`src/rtl/mc_ctrl_fsm_if.sv`:
```
// Memory handshake bundle between the multicycle control FSM and the shared memory.
// The FSM side uses the master modport; the memory model uses the slave modport.
interface mc_ctrl_fsm_if;
    logic mem_req;
    logic mem_we;
    logic iord;
    logic mem_ready;

    modport master (output mem_req, output mem_we, output iord, input mem_ready);
    modport slave  (input mem_req, input mem_we, input iord, output mem_ready);
endinterface

```
`src/rtl/mc_ctrl_fsm.sv`:
```
// Multicycle MIPS control FSM with req/ready memory handshake and a stall watchdog.
// Define MC_CTRL_BNE_EN to add the BNE state and the branch_ne output.
module mc_ctrl_fsm #(
    parameter int WAIT_W   = 8,
    parameter int MAX_WAIT = 255
) (
    input  logic          clk,
    input  logic          rst_n,
    input  logic [5:0]    opcode,
    mc_ctrl_fsm_if.master mem,
    output logic          ir_we,
    output logic          pc_we,
    output logic          branch,
`ifdef MC_CTRL_BNE_EN
    output logic          branch_ne,
`endif
    output logic [1:0]    pc_src,
    output logic          alu_src_a,
    output logic [1:0]    alu_src_b,
    output logic [1:0]    alu_op,
    output logic          we_reg,
    output logic [1:0]    reg_dst,
    output logic [1:0]    dm2reg,
    output logic [3:0]    state,
    output logic          illegal,
    output logic          timeout
);

    typedef enum logic [3:0] {
        FETCH  = 4'd0,
        DECODE = 4'd1,
        MEMADR = 4'd2,
        MEMRD  = 4'd3,
        MEMWB  = 4'd4,
        MEMWR  = 4'd5,
        EXEC   = 4'd6,
        ALUWB  = 4'd7,
        BEQ    = 4'd8,
        ADDIEX = 4'd9,
        ADDIWB = 4'd10,
        JUMP   = 4'd11,
        JAL    = 4'd12,
        BNE    = 4'd13,
        TRAP   = 4'd15
    } state_e;

    localparam logic [5:0] OP_RTYPE = 6'b000000;
    localparam logic [5:0] OP_LW    = 6'b100011;
    localparam logic [5:0] OP_SW    = 6'b101011;
    localparam logic [5:0] OP_BEQ   = 6'b000100;
    localparam logic [5:0] OP_ADDI  = 6'b001000;
    localparam logic [5:0] OP_J     = 6'b000010;
    localparam logic [5:0] OP_JAL   = 6'b000011;
`ifdef MC_CTRL_BNE_EN
    localparam logic [5:0] OP_BNE   = 6'b000101;
`endif
    localparam logic [WAIT_W-1:0] MAX_CNT = WAIT_W'(MAX_WAIT);

    state_e            state_q, state_d;
    logic [WAIT_W-1:0] wait_cnt_q, wait_cnt_d;
    logic              illegal_q, illegal_d;
    logic              timeout_q, timeout_d;
    logic              req_c, we_c, iord_c;
    logic              stall;
    logic [WAIT_W-1:0] wait_inc;

    always_ff @(posedge clk) begin
        if (!rst_n) begin
            state_q    <= FETCH;
            wait_cnt_q <= '0;
            illegal_q  <= 1'b0;
            timeout_q  <= 1'b0;
        end else begin
            state_q    <= state_d;
            wait_cnt_q <= wait_cnt_d;
            illegal_q  <= illegal_d;
            timeout_q  <= timeout_d;
        end
    end

    always_comb begin
        state_d    = state_q;
        wait_cnt_d = wait_cnt_q;
        illegal_d  = illegal_q;
        timeout_d  = timeout_q;
        req_c      = 1'b0;
        we_c       = 1'b0;
        iord_c     = 1'b0;
        ir_we      = 1'b0;
        pc_we      = 1'b0;
        branch     = 1'b0;
        pc_src     = 2'b00;
        alu_src_a  = 1'b0;
        alu_src_b  = 2'b00;
        alu_op     = 2'b00;
        we_reg     = 1'b0;
        reg_dst    = 2'b00;
        dm2reg     = 2'b00;
`ifdef MC_CTRL_BNE_EN
        branch_ne  = 1'b0;
`endif
        state      = state_q;
        illegal    = illegal_q;
        timeout    = timeout_q;

        case (state_q)
            FETCH: begin
                req_c     = 1'b1;
                alu_src_b = 2'b01;
                ir_we     = mem.mem_ready;
                pc_we     = mem.mem_ready;
                if (mem.mem_ready) state_d = DECODE;
            end
            DECODE: begin
                alu_src_b = 2'b11;
                case (opcode)
                    OP_RTYPE:     state_d = EXEC;
                    OP_LW, OP_SW: state_d = MEMADR;
                    OP_BEQ:       state_d = BEQ;
`ifdef MC_CTRL_BNE_EN
                    OP_BNE:       state_d = BNE;
`endif
                    OP_ADDI:      state_d = ADDIEX;
                    OP_J:         state_d = JUMP;
                    OP_JAL:       state_d = JAL;
                    default: begin
                        state_d   = TRAP;
                        illegal_d = 1'b1;
                    end
                endcase
            end
            MEMADR: begin
                alu_src_a = 1'b1;
                alu_src_b = 2'b10;
                state_d   = (opcode == OP_LW) ? MEMRD : MEMWR;
            end
            MEMRD: begin
                req_c  = 1'b1;
                iord_c = 1'b1;
                if (mem.mem_ready) state_d = MEMWB;
            end
            MEMWB: begin
                we_reg  = 1'b1;
                dm2reg  = 2'b01;
                state_d = FETCH;
            end
            MEMWR: begin
                req_c  = 1'b1;
                we_c   = 1'b1;
                iord_c = 1'b1;
                if (mem.mem_ready) state_d = FETCH;
            end
            EXEC: begin
                alu_src_a = 1'b1;
                alu_op    = 2'b10;
                state_d   = ALUWB;
            end
            ALUWB: begin
                we_reg  = 1'b1;
                reg_dst = 2'b01;
                state_d = FETCH;
            end
            BEQ: begin
                alu_src_a = 1'b1;
                alu_op    = 2'b01;
                branch    = 1'b1;
                pc_src    = 2'b01;
                state_d   = FETCH;
            end
`ifdef MC_CTRL_BNE_EN
            BNE: begin
                alu_src_a = 1'b1;
                alu_op    = 2'b01;
                branch    = 1'b1;
                branch_ne = 1'b1;
                pc_src    = 2'b01;
                state_d   = FETCH;
            end
`endif
            ADDIEX: begin
                alu_src_a = 1'b1;
                alu_src_b = 2'b10;
                state_d   = ADDIWB;
            end
            ADDIWB: begin
                we_reg  = 1'b1;
                state_d = FETCH;
            end
            JUMP: begin
                pc_we   = 1'b1;
                pc_src  = 2'b10;
                state_d = FETCH;
            end
            JAL: begin
                pc_we   = 1'b1;
                pc_src  = 2'b10;
                we_reg  = 1'b1;
                reg_dst = 2'b10;
                dm2reg  = 2'b10;
                state_d = FETCH;
            end
            TRAP: begin
            end
            default: state_d = TRAP;
        endcase

        // Ready always wins over the watchdog because a stall requires mem_ready=0.
        stall    = req_c && !mem.mem_ready;
        wait_inc = (&wait_cnt_q) ? wait_cnt_q : wait_cnt_q + WAIT_W'(1);
        if (stall && (wait_inc >= MAX_CNT)) begin
            state_d   = TRAP;
            timeout_d = 1'b1;
        end
        if (mem.mem_ready || (state_d != state_q)) wait_cnt_d = '0;
        else if (stall)                            wait_cnt_d = wait_inc;

        if (!rst_n) begin
            req_c     = 1'b0;
            we_c      = 1'b0;
            iord_c    = 1'b0;
            ir_we     = 1'b0;
            pc_we     = 1'b0;
            branch    = 1'b0;
            pc_src    = 2'b00;
            alu_src_a = 1'b0;
            alu_src_b = 2'b00;
            alu_op    = 2'b00;
            we_reg    = 1'b0;
            reg_dst   = 2'b00;
            dm2reg    = 2'b00;
`ifdef MC_CTRL_BNE_EN
            branch_ne = 1'b0;
`endif
            state     = 4'd0;
            illegal   = 1'b0;
            timeout   = 1'b0;
        end
    end

    assign mem.mem_req = req_c;
    assign mem.mem_we  = we_c;
    assign mem.iord    = iord_c;

endmodule
```
`src/flat_wrapper.sv`:
```
// flat-port wrapper written by rule: the top's interface ports become plain ports
module mc_ctrl_fsm_flat 
#(
    parameter int WAIT_W   = 8,
    parameter int MAX_WAIT = 255
)
  (clk, rst_n, opcode, ir_we, pc_we, branch, pc_src, alu_src_a, alu_src_b, alu_op, we_reg, reg_dst, dm2reg, state, illegal, timeout, mem_mem_req, mem_mem_we, mem_iord, mem_mem_ready);
  mc_ctrl_fsm_if mem_i ();
  input  logic clk;
  input  logic rst_n;
  input  logic [5:0] opcode;
  output logic ir_we;
  output logic pc_we;
  output logic branch;
  output logic [1:0] pc_src;
  output logic alu_src_a;
  output logic [1:0] alu_src_b;
  output logic [1:0] alu_op;
  output logic we_reg;
  output logic [1:0] reg_dst;
  output logic [1:0] dm2reg;
  output logic [3:0] state;
  output logic illegal;
  output logic timeout;
  output wire logic [$bits(mem_i.mem_req)-1:0] mem_mem_req;
  output wire logic [$bits(mem_i.mem_we)-1:0] mem_mem_we;
  output wire logic [$bits(mem_i.iord)-1:0] mem_iord;
  input wire logic [$bits(mem_i.mem_ready)-1:0] mem_mem_ready;
  assign mem_mem_req = mem_i.mem_req;
  assign mem_mem_we = mem_i.mem_we;
  assign mem_iord = mem_i.iord;
  assign mem_i.mem_ready = mem_mem_ready;
  mc_ctrl_fsm #(.WAIT_W(WAIT_W), .MAX_WAIT(MAX_WAIT)) u_core (.clk(clk), .rst_n(rst_n), .opcode(opcode), .mem(mem_i), .ir_we(ir_we), .pc_we(pc_we), .branch(branch), .pc_src(pc_src), .alu_src_a(alu_src_a), .alu_src_b(alu_src_b), .alu_op(alu_op), .we_reg(we_reg), .reg_dst(reg_dst), .dm2reg(dm2reg), .state(state), .illegal(illegal), .timeout(timeout));
endmodule
```
`config.mk`:
```
export PLATFORM = sky130hd
export DESIGN_NAME = mc_ctrl_fsm_flat
export DESIGN_NICKNAME = d
export VERILOG_FILES = /design/src/rtl/mc_ctrl_fsm_if.sv /design/src/rtl/mc_ctrl_fsm.sv /design/src/flat_wrapper.sv
export SDC_FILE = /design/constraint.sdc
export NUM_CORES = 1
export LEC_CHECK = 0
export ABC_CLOCK_PERIOD_IN_PS = 3200
export CAP_MARGIN = 20
export CORE_AREA = 5 5 64 66
export CTS_CLUSTER_SIZE = 28
export DETAILED_ROUTE_END_ITERATION = 6
export DIE_AREA = 0 0 69 71
export GPL_TIMING_DRIVEN = 0
export HOLD_SLACK_MARGIN = 0.08
export PLACE_DENSITY_LB_ADDON = 0.15
export SLEW_MARGIN = 20
export SYNTH_ARGS = -nofsm -noshare
export SYNTH_HDL_FRONTEND = slang
export SYNTH_SLANG_ARGS = --single-unit
```
`constraint.sdc`:
```
create_clock -name clk -period 3.2 [get_ports clk]
set_clock_uncertainty 0.1 [all_clocks]
set_input_delay 0.8 -clock clk [delete_from_list [all_inputs] [get_ports clk]]
set_output_delay 0.8 -clock clk [all_outputs]
set_load 0.02 [all_outputs]
```
Word-level counts from Yosys, hierarchy flattened
Index checks and enable logic that the tools add are counted.

Order comparisons: 1. Add/subtract/negate cells: 1. Bitwise logic cells: 2. Multiplexer cells: 37. Reductions and logical operators: 18. Eq/ne operators: 20.

Operators by type and width (count): 4-bit one-hot mux with 9 select lines (1); 4-bit equality test, second input constant (6); 4-bit one-hot mux with 6 select lines (1); 4-bit two-way mux (5); 1-bit two-way mux (17); 4-bit by 3-bit equality test with 1-bit output, second input constant (4); 2-bit one-hot mux with 2 select lines (4); 6-bit by 2-bit equality test with 1-bit output, second input constant (2); 6-bit equality test, second input constant (2); 2-bit two-way mux (5); 2-bit OR reduction (5); 8-bit by 1-bit adder with 8-bit output, second input constant (1); 4-bit by 2-bit equality test with 1-bit output, second input constant (2); 8-bit >= comparator, second input constant (1); 8-bit two-way mux (1); 8-bit AND reduction (1); 4-bit OR reduction (2); 7-bit OR reduction (1); 6-bit by 3-bit equality test with 1-bit output, second input constant (1); 6-bit by 4-bit equality test with 1-bit output, second input constant (1); 6-bit zero test (1); 2-bit one-hot mux with 3 select lines (1); 6-bit OR reduction (1); 4-bit by 1-bit equality test with 1-bit output, second input constant (1); other kinds (10) (12).

Word-level logic and storage cells: 83. Register bits after elaboration: 14.

Logic depth before layout (Yosys ltp)
Word-level depth: 9. Mapped depth: 8. Mapped depth without buffers: 7.

Worst setup path before layout
OpenSTA, ideal clock, no wires.

Path type: input to output. Start point: input rst_n. End point: output pc_we. Arrival time: 2.519 ns. Stages on the path: 5. Data required time: 2.300 ns. Buffers on the path: 1. Slack: -0.219 ns. Cell sequence: clkbuf_1 -> nand2_1 -> nor3_1 -> nor3b_1 -> or2_2.

Longest elaborated chain between the ends: 1.

RTL lines: start, declared (RTL line flat_wrapper.sv:10) `input logic rst_n;`; 1-bit two-way mux (RTL line mc_ctrl_fsm.sv:217) `if (!rst_n) begin`; end, declared (RTL line flat_wrapper.sv:13) `output logic pc_we;`.

Every way passes these cells.

Worst setup path after layout
Start point: register u_core.state_q[2]. End point: output alu_op[0].

Longest elaborated chain between the ends: 3. Elaborated cells on any way between the ends: 4. Classes of those cells: eq/ne (2); mux (2).

RTL lines: start, declared (RTL line mc_ctrl_fsm.sv:59) `state_e state_q, state_d;`; start signal, assigned (RTL line mc_ctrl_fsm.sv:74) `state_q <= state_d;`; 4-bit equality test or 4-bit by 3-bit equality test with 1-bit output (tied branches) (RTL line mc_ctrl_fsm.sv:106) `case (state_q)`; 2-bit one-hot mux with 2 select lines * (RTL line mc_ctrl_fsm.sv:106); 2-bit two-way mux * (RTL line mc_ctrl_fsm.sv:217); end, declared (RTL line flat_wrapper.sv:18) `output logic [1:0] alu_op;`.

Every way passes the cells marked *; elsewhere a longest branch is shown, timed or not.

==> impl_metrics.py <==
metrics = {
    "drt": {
        "detail_route.wl_per_cell_um": 14.4,
        "drc": 0,
        "drt_wl_total_mm": 4.12,
        "detail_route.first_pass.iterations": 4,
        "vias_per_cell": 5.67,
        "drtIter0Drc": 106,
        "vias": 1628,
        "antenna_violating_nets_post_route": 0,
    },
    "cts": {
        "worst_skew_pair.late_latency_ns": 0.28,
        "tritoncts": "built",
        "cts-htree-levels": 1,
        "numCtsBuffers": 3,
        "clock_sink_count": 14,
        "clkTransAtPathRegs_ns": 0.08,
        "clock_tree_root": "sky130_fd_sc_hd__clkbuf_4",
        "cts_max_path_buffers": 2,
    },
    "logic_synthesis": {
        "synthArstFlopShare": 0,
        "synth_mux_area_frac": 0.0231,
        "synth-seq-cells": 14,
        "synth_warnings": 0,
        "post_synth_simple_gate_area": 0.397,
        "synth_sequential_area_ratio": 0.191,
        "postSynthNetCount": 217,
        "synth_top_family_by_area": "simple AND/OR/NAND/NOR gates",
        "syn_area_per_cell_um2": 7.07,
        "synth-edff-count": 0,
        "synth_cell_types": 56,
        "post_synth_xor_area_fraction": 0.0419,
        "cell_area_after_synthesis_um2": 1460,
        "synth-compound-area-share": 0.268,
        "syn_inst": 207,
        "synth_fa_ha_area_frac": 0.00855,
        "synthFlopType": "sky130_fd_sc_hd__dfxtp_1",
    },
    "layout": {
        "layout.cells.most_common_list": "23 x sky130_fd_sc_hd__nor2_1, 22 x sky130_fd_sc_hd__clkdlybuf4s50_1, 21 x sky130_fd_sc_hd__nand2_1",
        "register_area_um2": 280,
        "multi_input_comb_area_um2": 1130,
        "fill_cells": 372,
        "insertedDiodeCount": 0,
        "area.growth.synth_to_final_pct": 30.8,
        "post_route_cells_drive_above_1_share": 0.163,
        "fin_nets": 250,
        "final-instance-count-excl-fill": 287,
        "layout.cells.most_common": "sky130_fd_sc_hd__nor2_1",
    },
    "floorplan": {
        "chipWidth_um": 69,
        "initial_utilization": 0.415,
        "ports": 33,
        "core-area_um2": 3520,
        "fp.dieArea_um2": 4900,
        "rows": 22,
        "floorplan.die.height_um": 71,
    },
    "global_route": {
        "grt_first_pass_wirelength_mm": 6.79,
        "grt_overflow_total": 0,
        "grt_antenna_before_repair": 0,
        "grt.total_usage": 0.163,
        "vias_in_the_first_global_route": 1419,
        "grt_start_max_net_pins": 12,
    },
    "place": {
        "post-place-ws_ns": -0.509,
        "dp.final_hpwl_mm": 3.15,
        "routabilityCongestion": 0.908,
        "place.port_buffers": 29,
        "placed_cells": 284,
    },
    "min_path": {
        "kind_of_path_behind_the_tightest_hold_check": "reg2reg",
    },
    "critical_path": {
        "crit_path_max_fanout": 10,
        "crit_chain": "buf_6, clkbuf_2, nand2b_1, nor4b_2, buf_4, clkdlybuf4s50_1",
        "worst_path_largest_cell_delay_ns": 0.60,
        "worstSetupStartpointType": "flop",
        "cpMaxStageDelayCell": "sky130_fd_sc_hd__clkdlybuf4s50_1",
        "criticalPathCategory": "reg2out",
        "cp_data_arrival_time_ns": 2.23,
        "critPathRequiredTime_ns": 2.30,
        "worst_setup_path_end_kind": "output port",
    },
    "timing": {
        "hold_viol": 0,
        "finalWorstSetupSlack_ns": 0.0701,
        "maxSlewHeadroom": 0.615,
        "final-max-slew-violation-count": 0,
        "setup_viol_count_final": 0,
        "rsz0062_at_grt": "true",
        "min_period_over_period": 0.978,
        "timing_worst_slew_pin_value_ns": 0.571,
        "max_freq_mhz": 320,
        "layout_min_cycle_time_ns": 3.13,
    },
    "power_and_ir_drop": {
        "power.leakage_nw": 0.730,
        "max-vdd-ir-drop_uv": 265,
        "design_power_total_w": 0.00117,
        "power_per_cell_area_nw_per_um2": 613,
    },
    "outcome": {
        "status": "completed",
    },
    "run": {
        "cap_violations": 0,
    },
}
==> synth_stat cells (3+ instances only) <==
library cell | count | area [um2]
sky130_fd_sc_hd__nand2b_1 | 4 | 25.0
sky130_fd_sc_hd__o21ai_0 | 7 | 35.0
sky130_fd_sc_hd__buf_2 | 4 | 20.0
sky130_fd_sc_hd__nor4_1 | 10 | 62.6
sky130_fd_sc_hd__or2_2 | 3 | 18.8
sky130_fd_sc_hd__o21a_1 | 5 | 37.5
sky130_fd_sc_hd__and2_1 | 10 | 62.6
sky130_fd_sc_hd__a21oi_1 | 8 | 40.0
sky130_fd_sc_hd__dfxtp_1 | 14 | 280
sky130_fd_sc_hd__xnor2_1 | 3 | 26.3
sky130_fd_sc_hd__nor3_1 | 7 | 35.0
sky130_fd_sc_hd__nor2b_1 | 5 | 31.3
sky130_fd_sc_hd__nor4b_1 | 4 | 35.0
sky130_fd_sc_hd__xor2_1 | 4 | 35.0
sky130_fd_sc_hd__a31oi_1 | 5 | 31.3
sky130_fd_sc_hd__nor2_1 | 23 | 86.3
sky130_fd_sc_hd__inv_1 | 5 | 18.8
sky130_fd_sc_hd__nand2_1 | 21 | 78.8
sky130_fd_sc_hd__nand3_1 | 8 | 40.0
sky130_fd_sc_hd__a21boi_0 | 3 | 22.5
sky130_fd_sc_hd__mux2_2 | 3 | 33.8
sky130_fd_sc_hd__clkbuf_1 | 8 | 30.0
==> power by group <==
| part | switching, W | internal (W) |
|---|---|---|
| logic | 0.000493 | 0.000331 |
| registers | 0.0000237 | 0.000197 |
| clock network | 0.0000589 | 0.0000692 |
==> per-stage QoR <==
step | setup TNS (ns) | util | hold slack [ns] | instance area [um2]
final | 0 | 0.543 | 0.363 | 1910
after global routing | -0.142 | 0.543 | 0.393 | 1910
after CTS | 0 | 0.530 | 0.368 | 1870
after detailed placement | -10.0 | 0.518 | 0.348 | 1820
after global placement | -10.71 | 0.518 | 0.339 | 1820
after floorplan | 0 | - | 0.332 | 1470
==> cell families (layout without fill, tap and decap cells) <==
logic type / count (synthesis) / count (layout)
DFF: 14 / 14
buffers and inverters: 22 / 54
adders and majority gates: 1 / 1
muxes: 3 / 3
and+or+nand+nor: 109 / 109
AOI/OAI and AO/OA: 51 / 51
xor gates and xnor gates: 7 / 7
==> flip-flops by register name, summed over array words and instances, names as in the netlist <==
| register | flops |
|---|---|
| u_core.illegal_q | 1 |
| u_core.state_q | 4 |
| u_core.timeout_q | 1 |
| u_core.wait_cnt_q | 8 |
==> metal layers <==
layer / part of all wire / global-route usage / vias up
li1: - / - / 825
met1: 0.46 / 0.214 / 761
met2: 0.49 / 0.276 / 36
met3: 0.036 / 0.0241 / 6
met4: 0.0097 / 0.0456 / 0
met5: 0 / 0 / -
==> layout make-up <==
| type | instances | share of cell area |
|---|---|---|
| Multi-Input combinational cell | 171 | 0.590 |
| Buffer | 16 | 0.0477 |
| Clock buffer | 4 | 0.0190 |
| Sequential cell | 14 | 0.146 |
| Inverter | 5 | 0.00980 |
| Timing Repair Buffer | 29 | 0.156 |
| Tap cell | 48 | 0.0314 |
==> worst max-delay path, delay by kind of cell, from the launching register on <==
kind          cells  cell delay [ns]
flops             1             0.31
buf+inv           4             1.07
simple gates      2             0.57
==> path summary, 6_finish.rpt <==
| check | from | to | slack (ns) | cells after the start |
|---|---|---|---|---|
| max | u_core.state_q[2] | alu_op[0] | 0.07 | 6 |
| max reg2reg | u_core.wait_cnt_q[0] | u_core.wait_cnt_q[3] | 0.56 | 7 |
| min | u_core.illegal_q | u_core.illegal_q | 0.36 | 1 |
| min reg2reg | u_core.illegal_q | u_core.illegal_q | 0.36 | 1 |
==> timing repair <==
item / CTS / global route
resized for setup: 12 / 17
setup endpoints to repair: 32 / 24
hold buffers: 0 / 0
hold endpoints to repair: 0 / 0
pin swaps: 0 / 0
buffers inserted: 0 / 0
Power figures use the tool's default switching activity.
